## src/rtl/spi_slave_reg_ctrl_if.sv

```systemverilog
// Internal register bus between spi_slave_reg_ctrl (master) and the
// register file (slave).
//   bus_addr  : 7-bit register address          (master -> slave)
//   bus_wdata : write data                      (master -> slave)
//   bus_wr    : write strobe, held until ack    (master -> slave)
//   bus_rd    : read strobe, held until ack     (master -> slave)
//   bus_rdata : read data, valid with bus_ack   (slave -> master)
//   bus_ack   : transaction complete            (slave -> master)
interface spi_slave_reg_ctrl_if;
  logic [6:0] bus_addr;
  logic [7:0] bus_wdata;
  logic       bus_wr;
  logic       bus_rd;
  logic [7:0] bus_rdata;
  logic       bus_ack;

  modport master (output bus_addr, bus_wdata, bus_wr, bus_rd,
                  input  bus_rdata, bus_ack);
  modport slave  (input  bus_addr, bus_wdata, bus_wr, bus_rd,
                  output bus_rdata, bus_ack);
endinterface

```

## src/rtl/spi_slave_reg_ctrl.sv

```systemverilog
// Register-access controller behind the spi_slave word engine. The first
// word of a frame is a command {rnw, addr[6:0]}; following words are written
// to (or prefetched from) the register bus with address auto-increment.
//   clk, rst            : clock, async active-high reset
//   en                  : block enable; low forces IDLE (err is kept)
//   spi_rdy/rx_data/first_byte/last_byte : word and frame-end from spi_slave
//   spi_rdy_ack, spi_last_byte_ack       : one-cycle acknowledge pulses
//   spi_tx_data         : next word spi_slave shifts out
//   bus                 : register bus master port
//   busy                : FSM not in IDLE
//   err, err_clr        : sticky bus-timeout flag and its clear pulse
module spi_slave_reg_ctrl #(
  parameter int TIMEOUT = 16
) (
  input  logic                        clk,
  input  logic                        rst,
  input  logic                        en,
  input  logic                        spi_rdy,
  input  logic [7:0]                  spi_rx_data,
  input  logic                        spi_first_byte,
  input  logic                        spi_last_byte,
  output logic                        spi_rdy_ack,
  output logic                        spi_last_byte_ack,
  output logic [7:0]                  spi_tx_data,
  spi_slave_reg_ctrl_if.master        bus,
  output logic                        busy,
  output logic                        err,
  input  logic                        err_clr
);
  localparam logic [2:0] S_IDLE   = 3'd0;
  localparam logic [2:0] S_ACK    = 3'd1;
  localparam logic [2:0] S_DECODE = 3'd2;
  localparam logic [2:0] S_WR_BUS = 3'd3;
  localparam logic [2:0] S_RD_BUS = 3'd4;
  localparam logic [2:0] S_LOAD   = 3'd5;
  localparam logic [2:0] S_STREAM = 3'd6;
  localparam logic [2:0] S_END    = 3'd7;

  // What the word latched at the rdy handshake should turn into.
  localparam logic [1:0] K_CMD  = 2'd0;
  localparam logic [1:0] K_DATA = 2'd1;
  localparam logic [1:0] K_DROP = 2'd2;

  localparam int            CW       = $clog2(TIMEOUT);
  localparam logic [CW-1:0] TMO_LAST = CW'(TIMEOUT - 1);

  typedef struct packed {
    logic [2:0]    state;
    logic [6:0]    addr;
    logic [7:0]    wdata;
    logic          wr;
    logic          rd;
    logic          rdy_ack;
    logic          lb_ack;
    logic [7:0]    tx;
    logic [7:0]    rx;
    logic [1:0]    kind;
    logic          rnw;
    logic [7:0]    rd_q;
    logic [CW-1:0] cnt;
    logic          last_pend;
    logic [1:0]    lb_hold;
  } ctrl_t;

  function automatic ctrl_t ctrl_rst();
    ctrl_t r;
    r    = '0;
    r.tx = 8'hFF;
    return r;
  endfunction

  ctrl_t c, n;
  logic  last_seen, tmo, bus_done, tmo_evt;

  // spi_slave keeps last_byte high until acked, so it is remembered while a
  // bus transaction finishes; lb_hold masks it right after our own ack.
  assign last_seen = c.last_pend | (spi_last_byte & (c.lb_hold == 2'd0));
  assign tmo       = (c.cnt == TMO_LAST);
  assign bus_done  = bus.bus_ack | tmo;
  assign tmo_evt   = (c.state == S_WR_BUS || c.state == S_RD_BUS) &&
                     !bus.bus_ack && tmo;

  always_comb begin
    n         = c;
    n.rdy_ack = 1'b0;
    n.lb_ack  = 1'b0;
    if (c.lb_hold != 2'd0) n.lb_hold = c.lb_hold - 2'd1;
    else if (spi_last_byte) n.last_pend = 1'b1;

    case (c.state)
      S_IDLE, S_STREAM: begin
        // A pending word beats frame end: it belongs to the current frame.
        if (spi_rdy) begin
          n.rdy_ack = 1'b1;
          n.rx      = spi_rx_data;
          if (spi_first_byte)        n.kind = K_CMD;
          else if (c.state == S_STREAM) n.kind = K_DATA;
          else                       n.kind = K_DROP;
          n.state = S_ACK;
        end else if (last_seen) begin
          n.state = S_END;
        end
      end
      // ACK and DECODE double as the two-cycle rdy holdoff.
      S_ACK: n.state = S_DECODE;
      S_DECODE: begin
        n.cnt = '0;
        case (c.kind)
          K_CMD: begin
            n.rnw   = c.rx[7];
            n.addr  = c.rx[6:0];
            n.rd    = c.rx[7];
            n.state = c.rx[7] ? S_RD_BUS : S_STREAM;
          end
          K_DATA: begin
            if (c.rnw) begin
              n.rd    = 1'b1;
              n.state = S_RD_BUS;
            end else begin
              n.wr    = 1'b1;
              n.wdata = c.rx;
              n.state = S_WR_BUS;
            end
          end
          default: n.state = S_IDLE;
        endcase
      end
      S_WR_BUS: begin
        if (bus_done) begin
          n.wr    = 1'b0;
          n.addr  = c.addr + 7'd1;
          n.state = last_seen ? S_END : S_STREAM;
        end else begin
          n.cnt = c.cnt + CW'(1);
        end
      end
      S_RD_BUS: begin
        if (bus_done) begin
          n.rd    = 1'b0;
          n.rd_q  = bus.bus_ack ? bus.bus_rdata : 8'hFF;
          n.state = S_LOAD;
        end else begin
          n.cnt = c.cnt + CW'(1);
        end
      end
      S_LOAD: begin
        n.tx    = c.rd_q;
        n.addr  = c.addr + 7'd1;
        n.state = last_seen ? S_END : S_STREAM;
      end
      S_END: begin
        // Status byte lands in the next frame's command slot.
        n.lb_ack    = 1'b1;
        n.tx        = {err, 7'h00};
        n.last_pend = 1'b0;
        n.lb_hold   = 2'd2;
        n.state     = S_IDLE;
      end
      default: n.state = S_IDLE;
    endcase
  end

  always_ff @(posedge clk or posedge rst) begin
    if (rst)      c <= ctrl_rst();
    else if (!en) c <= ctrl_rst();
    else          c <= n;
  end

  // err survives en going low; a timeout wins over a simultaneous clear.
  always_ff @(posedge clk or posedge rst) begin
    if (rst)                 err <= 1'b0;
    else if (en && tmo_evt)  err <= 1'b1;
    else if (err_clr)        err <= 1'b0;
  end

  assign spi_rdy_ack       = c.rdy_ack;
  assign spi_last_byte_ack = c.lb_ack;
  assign spi_tx_data       = c.tx;
  assign bus.bus_addr      = c.addr;
  assign bus.bus_wdata     = c.wdata;
  assign bus.bus_wr        = c.wr;
  assign bus.bus_rd        = c.rd;
  assign busy              = (c.state != S_IDLE);
endmodule

```

## src/flat_wrapper.sv

```systemverilog
// flat-port wrapper written by rule: the top's interface ports become plain ports
module spi_slave_reg_ctrl_flat 
#(
  parameter int TIMEOUT = 16
)
  (clk, rst, en, spi_rdy, spi_rx_data, spi_first_byte, spi_last_byte, spi_rdy_ack, spi_last_byte_ack, spi_tx_data, busy, err, err_clr, bus_bus_addr, bus_bus_wdata, bus_bus_wr, bus_bus_rd, bus_bus_rdata, bus_bus_ack);
  spi_slave_reg_ctrl_if bus_i ();
  input  logic clk;
  input  logic rst;
  input  logic en;
  input  logic spi_rdy;
  input  logic [7:0] spi_rx_data;
  input  logic spi_first_byte;
  input  logic spi_last_byte;
  output logic spi_rdy_ack;
  output logic spi_last_byte_ack;
  output logic [7:0] spi_tx_data;
  output logic busy;
  output logic err;
  input  logic err_clr;
  output wire logic [$bits(bus_i.bus_addr)-1:0] bus_bus_addr;
  output wire logic [$bits(bus_i.bus_wdata)-1:0] bus_bus_wdata;
  output wire logic [$bits(bus_i.bus_wr)-1:0] bus_bus_wr;
  output wire logic [$bits(bus_i.bus_rd)-1:0] bus_bus_rd;
  input wire logic [$bits(bus_i.bus_rdata)-1:0] bus_bus_rdata;
  input wire logic [$bits(bus_i.bus_ack)-1:0] bus_bus_ack;
  assign bus_bus_addr = bus_i.bus_addr;
  assign bus_bus_wdata = bus_i.bus_wdata;
  assign bus_bus_wr = bus_i.bus_wr;
  assign bus_bus_rd = bus_i.bus_rd;
  assign bus_i.bus_rdata = bus_bus_rdata;
  assign bus_i.bus_ack = bus_bus_ack;
  spi_slave_reg_ctrl #(.TIMEOUT(TIMEOUT)) u_core (.clk(clk), .rst(rst), .en(en), .spi_rdy(spi_rdy), .spi_rx_data(spi_rx_data), .spi_first_byte(spi_first_byte), .spi_last_byte(spi_last_byte), .spi_rdy_ack(spi_rdy_ack), .spi_last_byte_ack(spi_last_byte_ack), .spi_tx_data(spi_tx_data), .bus(bus_i), .busy(busy), .err(err), .err_clr(err_clr));
endmodule
```

## config.mk

```make
export PLATFORM = sky130hd
export DESIGN_NAME = spi_slave_reg_ctrl_flat
export DESIGN_NICKNAME = d
export VERILOG_FILES = /design/src/rtl/spi_slave_reg_ctrl_if.sv /design/src/rtl/spi_slave_reg_ctrl.sv /design/src/flat_wrapper.sv
export SDC_FILE = /design/constraint.sdc
export NUM_CORES = 1
export LEC_CHECK = 0
export CORE_MARGIN = 5
export CORE_UTILIZATION = 44
export DETAILED_ROUTE_END_ITERATION = 10
export PLACE_DENSITY = 0.66
export SYNTH_ARGS = -nofsm -noshare
export SYNTH_HDL_FRONTEND = slang
export SYNTH_SLANG_ARGS = --single-unit
```

## constraint.sdc

```tcl
create_clock -name clk -period 5.53 [get_ports clk]
set_input_delay 1.106 -clock clk [delete_from_list [all_inputs] [get_ports clk]]
set_output_delay 1.106 -clock clk [all_outputs]
set_load 0.1 [all_outputs]
```

==> reports/results.ini, run 1 <==
[global_route]
grt_pass1_vias=2419
antenna_found_initial=0
grt_overflow=0
met2_usage=0.2642
grt.met1_usage=0.2487
use_met3=0.03347
grt_max_degree=58
track_usage=0.1756
top_usage_layer=met2
grt_pass1_wl_mm=12.10

[synthesis]
syn_area_per_cell_um2=9.388
synth_edf_count=0
ys_warn_count=0
synth_cells=334
synth-seq-cells=57
syn-num-nets=361
synth.distinct_cells=56
seq_area_frac_synth=0.4581
synth_area_um2=3136
synth_ff_type=dfrtp_1
synth_async_sr_flop_share=1.000

[route]
num_vias=2438
wl_per_cell_um=15.70
firstDrtPassIters=4
drtIter0Drc=121
routed_wl_mm=7.205
drc=0
viasPerCell=5.312
drtAntennaViolNets=0

[clock_network]
htree_num_levels=3
cts_tree=done
clock_path_buffers=2
holdBufCountCts=0
clockRootBuffer=clkbuf_8
post_cts_buffers=0
cts-resized-gates=0
clkTransAtPathRegs_ns=0.06
cts_buffers=9
clock_sinks=57
clock_latency_ns=0.33

[setup_path]
crit_cells=2
crit_end=busy
path_cells=or3_1 -> clkdlybuf4s50_1
cp_top_family=buffers and inverters
worst-path-buf-inv=1
r2r_setup_slack_ns=3.07
rr_endpoint=u_core.c[55]$_DFFE_PP0P_
path_class=flop to output pin
crit_path_start=u_core.c[54]$_DFFE_PP0P_
cp_slowest_cell=clkdlybuf4s50_1
critPathMaxFanout=25
crit_path_max_incr_delay_ns=1.13
crit_arrival_ns=2.49
end_kind=output pin
r2r_start=u_core.c[54]$_DFFE_PP0P_
reg2regPathDepth=4
start_kind=flop
required_ns=4.42

[placement]
gp_congestion=0.8642
place_worst_setup_slack_ns=2.279
dp_hpwl_mm=4.991
dp_cells=443
numPortBuffers=52

[power]
peakVddDrop_v=0.0001988
p_leak_nw=1.567
total_power_mw=1.810
cellPowerDensity_nw_per_um2=480.4

[floorplanning]
die_y_um=94.42
boundaryPins=53
start_util=0.4565
die_w_um=94.42
fp-row-count=30
die-area_um2=8914
core_area_um2=6869

[cells_and_area]
final_cell_count_no_fill=459
nets=385
syn_to_final_growth_pct=20.19
drive_above_1_share=0.1047
antenna_cells=0

[timing]
max_slew_margin=0.3447
fin_crit_sh=0.6499
hold_violations=0
setup_ws_ns=1.936
slew_violations=0
finClkSkew_ns=0.009130
max_freq_ghz=0.2782
setup_viol=0
tns_ns=0
fin_crit_ns=3.594
worst_slew_pin_slew_ns=0.9798
rsz0062_at_grt=no

[run]
maxCapViolations=0

[run_status]
status=finished clean

[hold_path]
min_path_type=flop to flop

## cell families (layout without fill, tap and decap cells)
logic type,Yosys count,after routing,share of synthesized area
muxes,20,20,0.06385
AOI/OAI and AO/OA,68,68,0.1564
xor gates and xnor gates,4,4,0.01118
DFF,57,57,0.4581
and+or+nand+nor,120,120,0.1896
buffers and inverters,62,91,0.1089
adders and majority gates,3,3,0.01197
## worst reg2reg max path, stage by stage, from the launching register on
cell	delay, ns
dfrtp_1	0.65
xnor2_1	0.55
and3_1	0.69
and3b_1	0.26
o211a_1	0.21
## worst min-delay path by stage
stage / start / endpoint / slack, ns / depth (start not counted)
floorplan: u_core.c[2]$_DFFE_PP0P_ / u_core.c[2]$_DFFE_PP0P_ / 0.46 / 2
CTS: u_core.spi_tx_data[7]$_DFFE_PP1P_ / u_core.spi_tx_data[7]$_DFFE_PP1P_ / 0.51 / 2
global route: u_core.c[15]$_DFFE_PP0P_ / u_core.c[15]$_DFFE_PP0P_ / 0.55 / 2
finish: u_core.spi_tx_data[7]$_DFFE_PP1P_ / u_core.spi_tx_data[7]$_DFFE_PP1P_ / 0.51 / 2
global placement: u_core.c[2]$_DFFE_PP0P_ / u_core.c[2]$_DFFE_PP0P_ / 0.48 / 2
detailed placement: u_core.c[2]$_DFFE_PP0P_ / u_core.c[2]$_DFFE_PP0P_ / 0.50 / 2
## registers in the layout, indices dropped and copies added (netlist names)
signal and cells:
u_core.err 1, u_core.c 29, u_core.spi_tx_data 8, u_core.spi_rdy_ack 1, u_core.bus.bus_addr 7, u_core.bus.bus_rd 1, u_core.bus.bus_wdata 8, u_core.spi_last_byte_ack 1
u_core.bus.bus_wr 1
## per-stage QoR
step,util,hold slack (ns),area (µm²)
floorplan,-,0.4601,3136
global placement,0.5148,0.4808,3536
detailed placement,0.5148,0.4955,3536
CTS,0.5486,0.5145,3769
global route,0.5486,0.5522,3769
finish,0.5486,0.5140,3769
## cells in the final DEF, fill, tap and decap left out, types with 5 or more instances in the layout
cell	n
o311ai_0	7
dfrtp_1	49
nand2_1	35
inv_1	17
o32ai_1	5
o21ai_0	18
dfstp_2	8
a21oi_1	13
mux2i_1	20
nand3b_1	10
nor3_1	6
clkbuf_8	12
clkdlybuf4s50_1	52
nand3_1	10
nor2_1	36
## final cells by class
cell class | instances | area [µm²]
Sequential cell | 57 | 1436
Timing Repair Buffer | 56 | 550.5
Clock inverter | 2 | 60.06
Inverter | 19 | 71.32
Clock buffer | 14 | 172.7
Multi-Input combinational cell | 215 | 1358
Tap cell | 96 | 120.1
Fill cell | 631 | 3100
## power by group
group / switching, mW / internal, mW / total [mW]
clock: 0.162 / 0.291 / 0.453
combinational: 0.509 / 0.249 / 0.758
sequential: 0.105 / 0.494 / 0.600
## cell usage after synthesis, drive strengths merged (3+ instances only)
library cell / number / area, µm²
dfrtp: 49 / 1226
nor2: 38 / 161.4
nand2: 35 / 131.4
buf: 30 / 220.2
mux2i: 20 / 200.2
inv: 18 / 67.56
o21ai: 18 / 90.09
a21oi: 13 / 65.06
clkbuf: 13 / 50.04
nand3: 10 / 50.05
nand3b: 10 / 75.07
dfstp: 8 / 210.2
o311ai: 7 / 61.31
nor3: 6 / 30.03
o22ai: 5 / 45.04
o32ai: 5 / 43.79
a22oi: 3 / 22.52
a31oi: 3 / 25.02
ha: 3 / 37.54
or2: 3 / 18.77
## routing by layer
metal	part of all wire	vias to the layer above	wire length [µm]
li1	-	1197	-
met1	0.47	1169	3394
met2	0.47	65	3379
met3	0.046	7	332
met4	0.014	0	98
met5	0	-	0
Power figures use the tool's default switching activity.
==> run 2: changes to the inputs <==
--- a/config.mk
+++ b/config.mk
@@ -8,7 +8,7 @@
 export CORE_MARGIN = 5
 export CORE_UTILIZATION = 44
 export DETAILED_ROUTE_END_ITERATION = 10
-export PLACE_DENSITY = 0.66
+export PLACE_DENSITY = 0.69
 export SYNTH_ARGS = -nofsm -noshare
 export SYNTH_HDL_FRONTEND = slang
 export SYNTH_SLANG_ARGS = --single-unit
==> constraint.sdc (replaced) <==
create_clock -name clk -period 2.9 [get_ports clk]
set_input_delay 0.58 -clock clk [delete_from_list [all_inputs] [get_ports clk]]
set_output_delay 0.58 -clock clk [all_outputs]
set_load 0.1 [all_outputs]
==> run 2 against run 1 <==
Combinational power grew 99%. Register-to-register slack lost 2.4 ns. Final cell count grew 1.3%. Clock-buffer cell count shrank 4. Power grew 89%. Non-clock buffer count grew 6. Clock power grew 78%. Hold slack lost 0.012 ns. Sequential share of layout area grew 0.51 points. Sequential cell count is the same. Sequential power grew 83%. Critical path type unchanged. Critical endpoint unchanged. Largest power group unchanged.
==> reports/results.ini, run 2 (synthesized netlist as in run 1, its figures left out) <==
[route]
drc=0  ; unchanged
drtAntennaViolNets=0  ; unchanged
firstDrtPassIters=4  ; unchanged
wl_per_cell_um=15.39  ; -1.9%
num_vias=2454  ; +0.66%
routed_wl_mm=7.158  ; -0.65%
viasPerCell=5.277  ; -0.64%
drtIter0Drc=258  ; +110%

[clock_network]
cts_tree=done
clock_latency_ns=0.33  ; about the same
holdBufCountCts=0  ; unchanged
clock_path_buffers=2  ; unchanged
clock_sinks=57  ; unchanged
clockRootBuffer=clkbuf_8
htree_num_levels=3  ; unchanged
post_cts_buffers=0  ; unchanged
cts-resized-gates=0  ; unchanged
cts_buffers=9  ; unchanged
clkTransAtPathRegs_ns=0.07  ; about the same

[setup_path]
r2r_setup_slack_ns=0.71  ; -2.36 ns
crit_end=busy
cp_slowest_cell=dfrtp_1
r2r_start=u_core.c[55]$_DFFE_PP0P_
crit_path_max_incr_delay_ns=0.52  ; -0.61 ns
crit_path_start=u_core.c[54]$_DFFE_PP0P_
reg2regPathDepth=4  ; unchanged
crit_arrival_ns=1.71  ; -0.78 ns
end_kind=output pin
cpMostUsedCell=buf_4
required_ns=2.32  ; -2.10 ns
crit_cells=3  ; +1
rr_endpoint=u_core.c[6]$_DFFE_PP0P_
cp_top_family=flip-flops
start_kind=flop
path_class=flop to output pin
worst-path-buf-inv=2  ; +1
critPathMaxFanout=15  ; -40%
path_cells=buf_4 -> or3_1 -> buf_4

[floorplanning]
die_w_um=94.42  ; unchanged
fp-row-count=30  ; unchanged
boundaryPins=53  ; unchanged
die-area_um2=8914  ; unchanged
core_area_um2=6869  ; unchanged
die_y_um=94.42  ; unchanged
start_util=0.4565  ; unchanged

[global_route]
grt_max_degree=58  ; unchanged
grt_overflow=0  ; unchanged
antenna_found_initial=0  ; unchanged
grt_pass1_vias=2459  ; +1.7%
grt_pass1_wl_mm=12.25  ; +1.3%
track_usage=0.1753  ; -0.0002964

[placement]
place_worst_setup_slack_ns=0.5586  ; -1.720 ns
dp_hpwl_mm=5.027  ; +0.71%
numPortBuffers=52  ; unchanged
gp_congestion=0.8965  ; +3.7%

[cells_and_area]
syn_to_final_growth_pct=18.60
largest_register_ffs=29  ; unchanged
final_common_cell=dfrtp_1
mostFrequentLayoutCells=49 x dfrtp_1, 39 x buf_4, 36 x nor2_1
antenna_cells=0  ; unchanged
nets=391  ; +1.6%
fill_cells=657  ; +4.1%
largest-register=u_core.c
drive_above_1_share=0.2005  ; +0.09586

[timing]
rsz0062_at_grt=no
fin_crit_ns=2.294
setup_viol=0  ; unchanged
setup_ws_ns=0.6057  ; -1.330 ns
tns_ns=0  ; unchanged
slew_violations=0  ; unchanged
max_slew_margin=0.4753  ; +0.1306
fin_crit_sh=0.7911
hold_violations=0  ; unchanged
max_freq_ghz=0.4359
finClkSkew_ns=0.005968  ; -0.003162 ns
worst_slew_pin_slew_ns=0.7811  ; -0.1988 ns

[power]
total_power_mw=3.413  ; +89%
peakVddDrop_v=0.0003450  ; +74%
cellPowerDensity_nw_per_um2=917.8  ; +91%
p_leak_nw=1.626  ; +3.8%

[hold_path]
min_path_type=flop to flop

[run]
maxCapViolations=0  ; unchanged

[run_status]
status=finished clean

==> run 2: how the worst min path moves through the flow <==
stage	slack, ns	startpoint	depth (start not counted)	to
final	0.50	u_core.spi_tx_data[7]$_DFFE_PP1P_	2	u_core.spi_tx_data[7]$_DFFE_PP1P_
after global routing	0.53	u_core.spi_tx_data[7]$_DFFE_PP1P_	2	u_core.spi_tx_data[7]$_DFFE_PP1P_
after CTS	0.51	u_core.spi_tx_data[7]$_DFFE_PP1P_	2	u_core.spi_tx_data[7]$_DFFE_PP1P_
after detailed placement	0.50	u_core.c[2]$_DFFE_PP0P_	2	u_core.c[2]$_DFFE_PP0P_
after global placement	0.49	u_core.c[2]$_DFFE_PP0P_	2	u_core.c[2]$_DFFE_PP0P_
after floorplan	0.46	u_core.c[2]$_DFFE_PP0P_	2	u_core.c[2]$_DFFE_PP0P_
==> run 2: per-layer routing <==
metal  track usage  wire length [µm]
met1        0.2500              3378
met2        0.2624              3342
met3       0.03665               344
met4       0.06498                92
met5             0                 0
==> run 2: cell type report <==
cell class                      count  area (µm²)  area share
Sequential cell                    57        1436      0.3863
Timing Repair Buffer               62       523.0      0.1406
Tap cell                           96       120.1     0.03230
Multi-Input combinational cell    215        1358      0.3651
Inverter                           19       71.32     0.01918
Clock inverter                      6       82.58     0.02221
Clock buffer                       10       127.6     0.03432
==> run 2: stage by stage <==
stage	hold WS, ns	instances	utilization	instance area [µm²]
2_1_floorplan	0.4601	334	-	3136
3_3_place_gp	0.4873	449	0.5107	3508
3_5_place_dp	0.4967	449	0.5107	3508
4_1_cts	0.5099	465	0.5413	3719
5_1_grt	0.5334	465	0.5413	3719
6_report	0.5017	465	0.5413	3719
==> run 2: report_power, final <==
group | total (mW) | internal (mW) | switching (mW)
clock network | 0.805 | 0.479 | 0.326
logic | 1.51 | 0.488 | 1.02
registers | 1.10 | 0.944 | 0.152
total | 3.41 | 1.91 | 1.50
==> run 2: tightest hold or removal path: cells and delay by family, from the launching register on <==
| kind | cells | cell delay (ns) |
|---|---|---|
| and+or+nand+nor | 1 | 0.05 |
| DFF | 1 | 0.37 |
| AOI/OAI and AO/OA | 1 | 0.08 |
==> run 3: changes to the inputs <==
==> constraint.sdc (replaced) <==
create_clock -name clk -period 2 [get_ports clk]
set_input_delay 0.4 -clock clk [delete_from_list [all_inputs] [get_ports clk]]
set_output_delay 0.4 -clock clk [all_outputs]
set_load 0.1 [all_outputs]
==> run 3 against run 2 <==
Die area did not move. Utilization grew 4.4 points. Global-route usage grew 0.81 points. Critical path depth unchanged. Power increased by 57%. Final cell count increased by 2.6%. Clock skew grew 0.0037 ns. Clock-buffer cell count increased by 2. Design area is 8.0% higher. Sequential power is 41% higher. Sequential cell count is the same. Largest power group unchanged. Sequential share of layout area shrank 2.9 points.
==> reports/results.ini, run 3 (synthesized netlist as in run 1, its figures left out) <==
[clock_network]
clockRootBuffer=clkbuf_8
clkTransAtPathRegs_ns=0.07  ; about the same
holdBufCountCts=0  ; unchanged
clock_sinks=57  ; unchanged
cts_tree=done
clock_latency_ns=0.34  ; about the same
cts_buffers=9  ; unchanged
htree_num_levels=3  ; unchanged
clock_path_buffers=2  ; unchanged

[route]
viasPerCell=5.371  ; +1.8%
num_vias=2562  ; +4.4%
drc=0  ; unchanged
drtIter0Drc=232  ; -10%
routed_wl_mm=7.500  ; +4.8%
drtAntennaViolNets=0  ; unchanged
firstDrtPassIters=5  ; +1
wl_per_cell_um=15.72  ; +2.1%

[global_route]
antenna_found_initial=0  ; unchanged
grt_max_degree=48  ; -17%
grt_overflow=0  ; unchanged
track_usage=0.1834  ; +0.008072
grt_pass1_wl_mm=12.71  ; +3.8%
grt_pass1_vias=2515  ; +2.3%

[power]
clkPwrFrac=0.213  ; -0.023
pwr-share-seq=0.289  ; -0.032
internal_power_mw=3.092  ; +62%
peakVddDrop_v=0.0004845  ; +40%
p_comb_frac=0.498  ; +0.055
p_leak_nw=1.764  ; +8.5%
p_sw_frac=0.4235  ; -0.01667
power.switching_mw=2.272  ; +51%
cellPowerDensity_nw_per_um2=1335  ; +45%

[cells_and_area]
postLayoutCellArea_um2=4018  ; +8.0%
final_common_cell=dfrtp_1
fill_cells=598  ; -9.0%
antenna_cells=0  ; unchanged
syn_to_final_growth_pct=28.13
register_area_um2=1436  ; unchanged
largest-register=u_core.c
nets=403  ; +3.1%
mostFrequentLayoutCells=49 x dfrtp_1, 36 x nor2_1, 35 x nand2_1, 35 x buf_4, 23 x clkdlybuf4s50_1
multiInputGateArea_um2=1361  ; +0.28%
drive_above_1_share=0.2310  ; +0.03043
largest_register_ffs=29  ; unchanged

[placement]
numPortBuffers=52  ; unchanged
gp_congestion=0.8728  ; -2.6%
dp_hpwl_mm=5.308  ; +5.6%
place_area_um2=3799  ; +8.3%

[floorplanning]
die-area_um2=8914  ; unchanged
die_y_um=94.42  ; unchanged
die_w_um=94.42  ; unchanged
boundaryPins=53  ; unchanged
fp-row-count=30  ; unchanged
start_util=0.4565  ; unchanged
core_area_um2=6869  ; unchanged

[timing]
worst_slew_pin_slew_ns=0.4729  ; -0.3082 ns
tns_ns=0  ; unchanged
slew_violations=0  ; unchanged
fin_crit_sh=0.9717
finClkSkew_ns=0.009630  ; +0.003662 ns
setup_viol=0  ; unchanged
max_freq_ghz=0.5146
rsz0062_at_grt=no
hold_violations=0  ; unchanged
max_slew_margin=0.6823  ; +0.2070
fin_crit_ns=1.943

[hold_path]
min_path_type=primary input to async pin

[setup_path]
path_class=flop to output pin
critPathMaxFanout=19  ; +4
crit_path_start=u_core.c[53]$_DFFE_PP0P_
required_ns=1.60  ; -0.72 ns
crit_arrival_ns=1.54  ; -0.17 ns
reg2regPathDepth=5  ; +1
rr_endpoint=u_core.c[6]$_DFFE_PP0P_
crit_end=busy
start_kind=flop
r2r_start=u_core.c[3]$_DFFE_PP0P_
end_kind=output pin
r2r_setup_slack_ns=0.19  ; -0.52 ns

[run_status]
status=finished clean

[run]
maxCapViolations=0  ; unchanged

run 3: changes by cell type in the layout (fill, tap and decap cells not counted):
cell,previous run,this run
buf_4,39,35
clkbuf_1,1,0
or4b_4,0,1
clkinv_2,3,1
buf_12,0,16
clkinvlp_4,1,2
bufinv_16,2,1
or4b_1,1,0
clkbuf_8,9,12
run 3: final cells by class:
class	instances	share of cell area
Clock buffer	12	0.04111
Clock inverter	4	0.01246
Inverter	19	0.01775
Multi-Input combinational cell	215	0.3388
Sequential cell	57	0.3575
Tap cell	96	0.02990
Timing Repair Buffer	74	0.2024
run 3: worst min path at each step:
stage / start / end / slack (ns) / cells past startpoint
2_1_floorplan: u_core.c[2]$_DFFE_PP0P_ / u_core.c[2]$_DFFE_PP0P_ / 0.46 / 2
3_3_place_gp: u_core.c[15]$_DFFE_PP0P_ / u_core.c[15]$_DFFE_PP0P_ / 0.50 / 2
3_5_place_dp: u_core.c[15]$_DFFE_PP0P_ / u_core.c[15]$_DFFE_PP0P_ / 0.51 / 2
4_1_cts: rst / u_core.bus.bus_wdata[5]$_DFFE_PP0P_ / 0.29 / 2
5_1_grt: rst / u_core.bus.bus_wdata[5]$_DFFE_PP0P_ / 0.31 / 2
6_report: rst / u_core.bus.bus_wdata[5]$_DFFE_PP0P_ / 0.30 / 2
run 3: stage by stage:
step             util  total power, mW  instances  hold WS (ns)  worst slack (ns)
2_1_floorplan       -            3.405        334        0.4601            0.1033
3_3_place_gp   0.5530            4.177        461        0.4977           0.05924
3_5_place_dp   0.5530            4.208        461        0.5051           0.03246
4_1_cts        0.5843            5.365        477        0.2939           0.04149
5_1_grt        0.5849            5.652        477        0.3100          0.007805
6_report       0.5849            5.364        477        0.2950           0.05664
run 3: power by group through the flow:
stage	clock network (mW)	logic, mW	registers (mW)
floorplan	0	1.86	1.55
global placement	0	2.62	1.56
detailed placement	0	2.64	1.57
CTS	1.16	2.65	1.55
global route	1.22	2.85	1.58
finish	1.14	2.67	1.55
run 3: routing by layer:
layer / GRT usage / wire length (µm) / part of all wire / vias up
met1: 0.2594 / 3502 / 0.47 / 1224
li1: - / - / - / 1232
met4: 0.05656 / 128 / 0.017 / 0
met2: 0.2730 / 3387 / 0.45 / 94
met3: 0.05179 / 482 / 0.064 / 12
met5: 0 / 0 / 0 / -
run 3: worst max-delay path, cell delays in order, from the launching register on:
cell     delay, ns
dfrtp_1       0.38
buf_4         0.20
or3_1         0.43
buf_12        0.18
run 3: what timing repair did:
item | in CTS | in global routing
gates resized for setup | 0 | 1
setup endpoints to repair | 0 | 1
setup buffers | 0 | 0
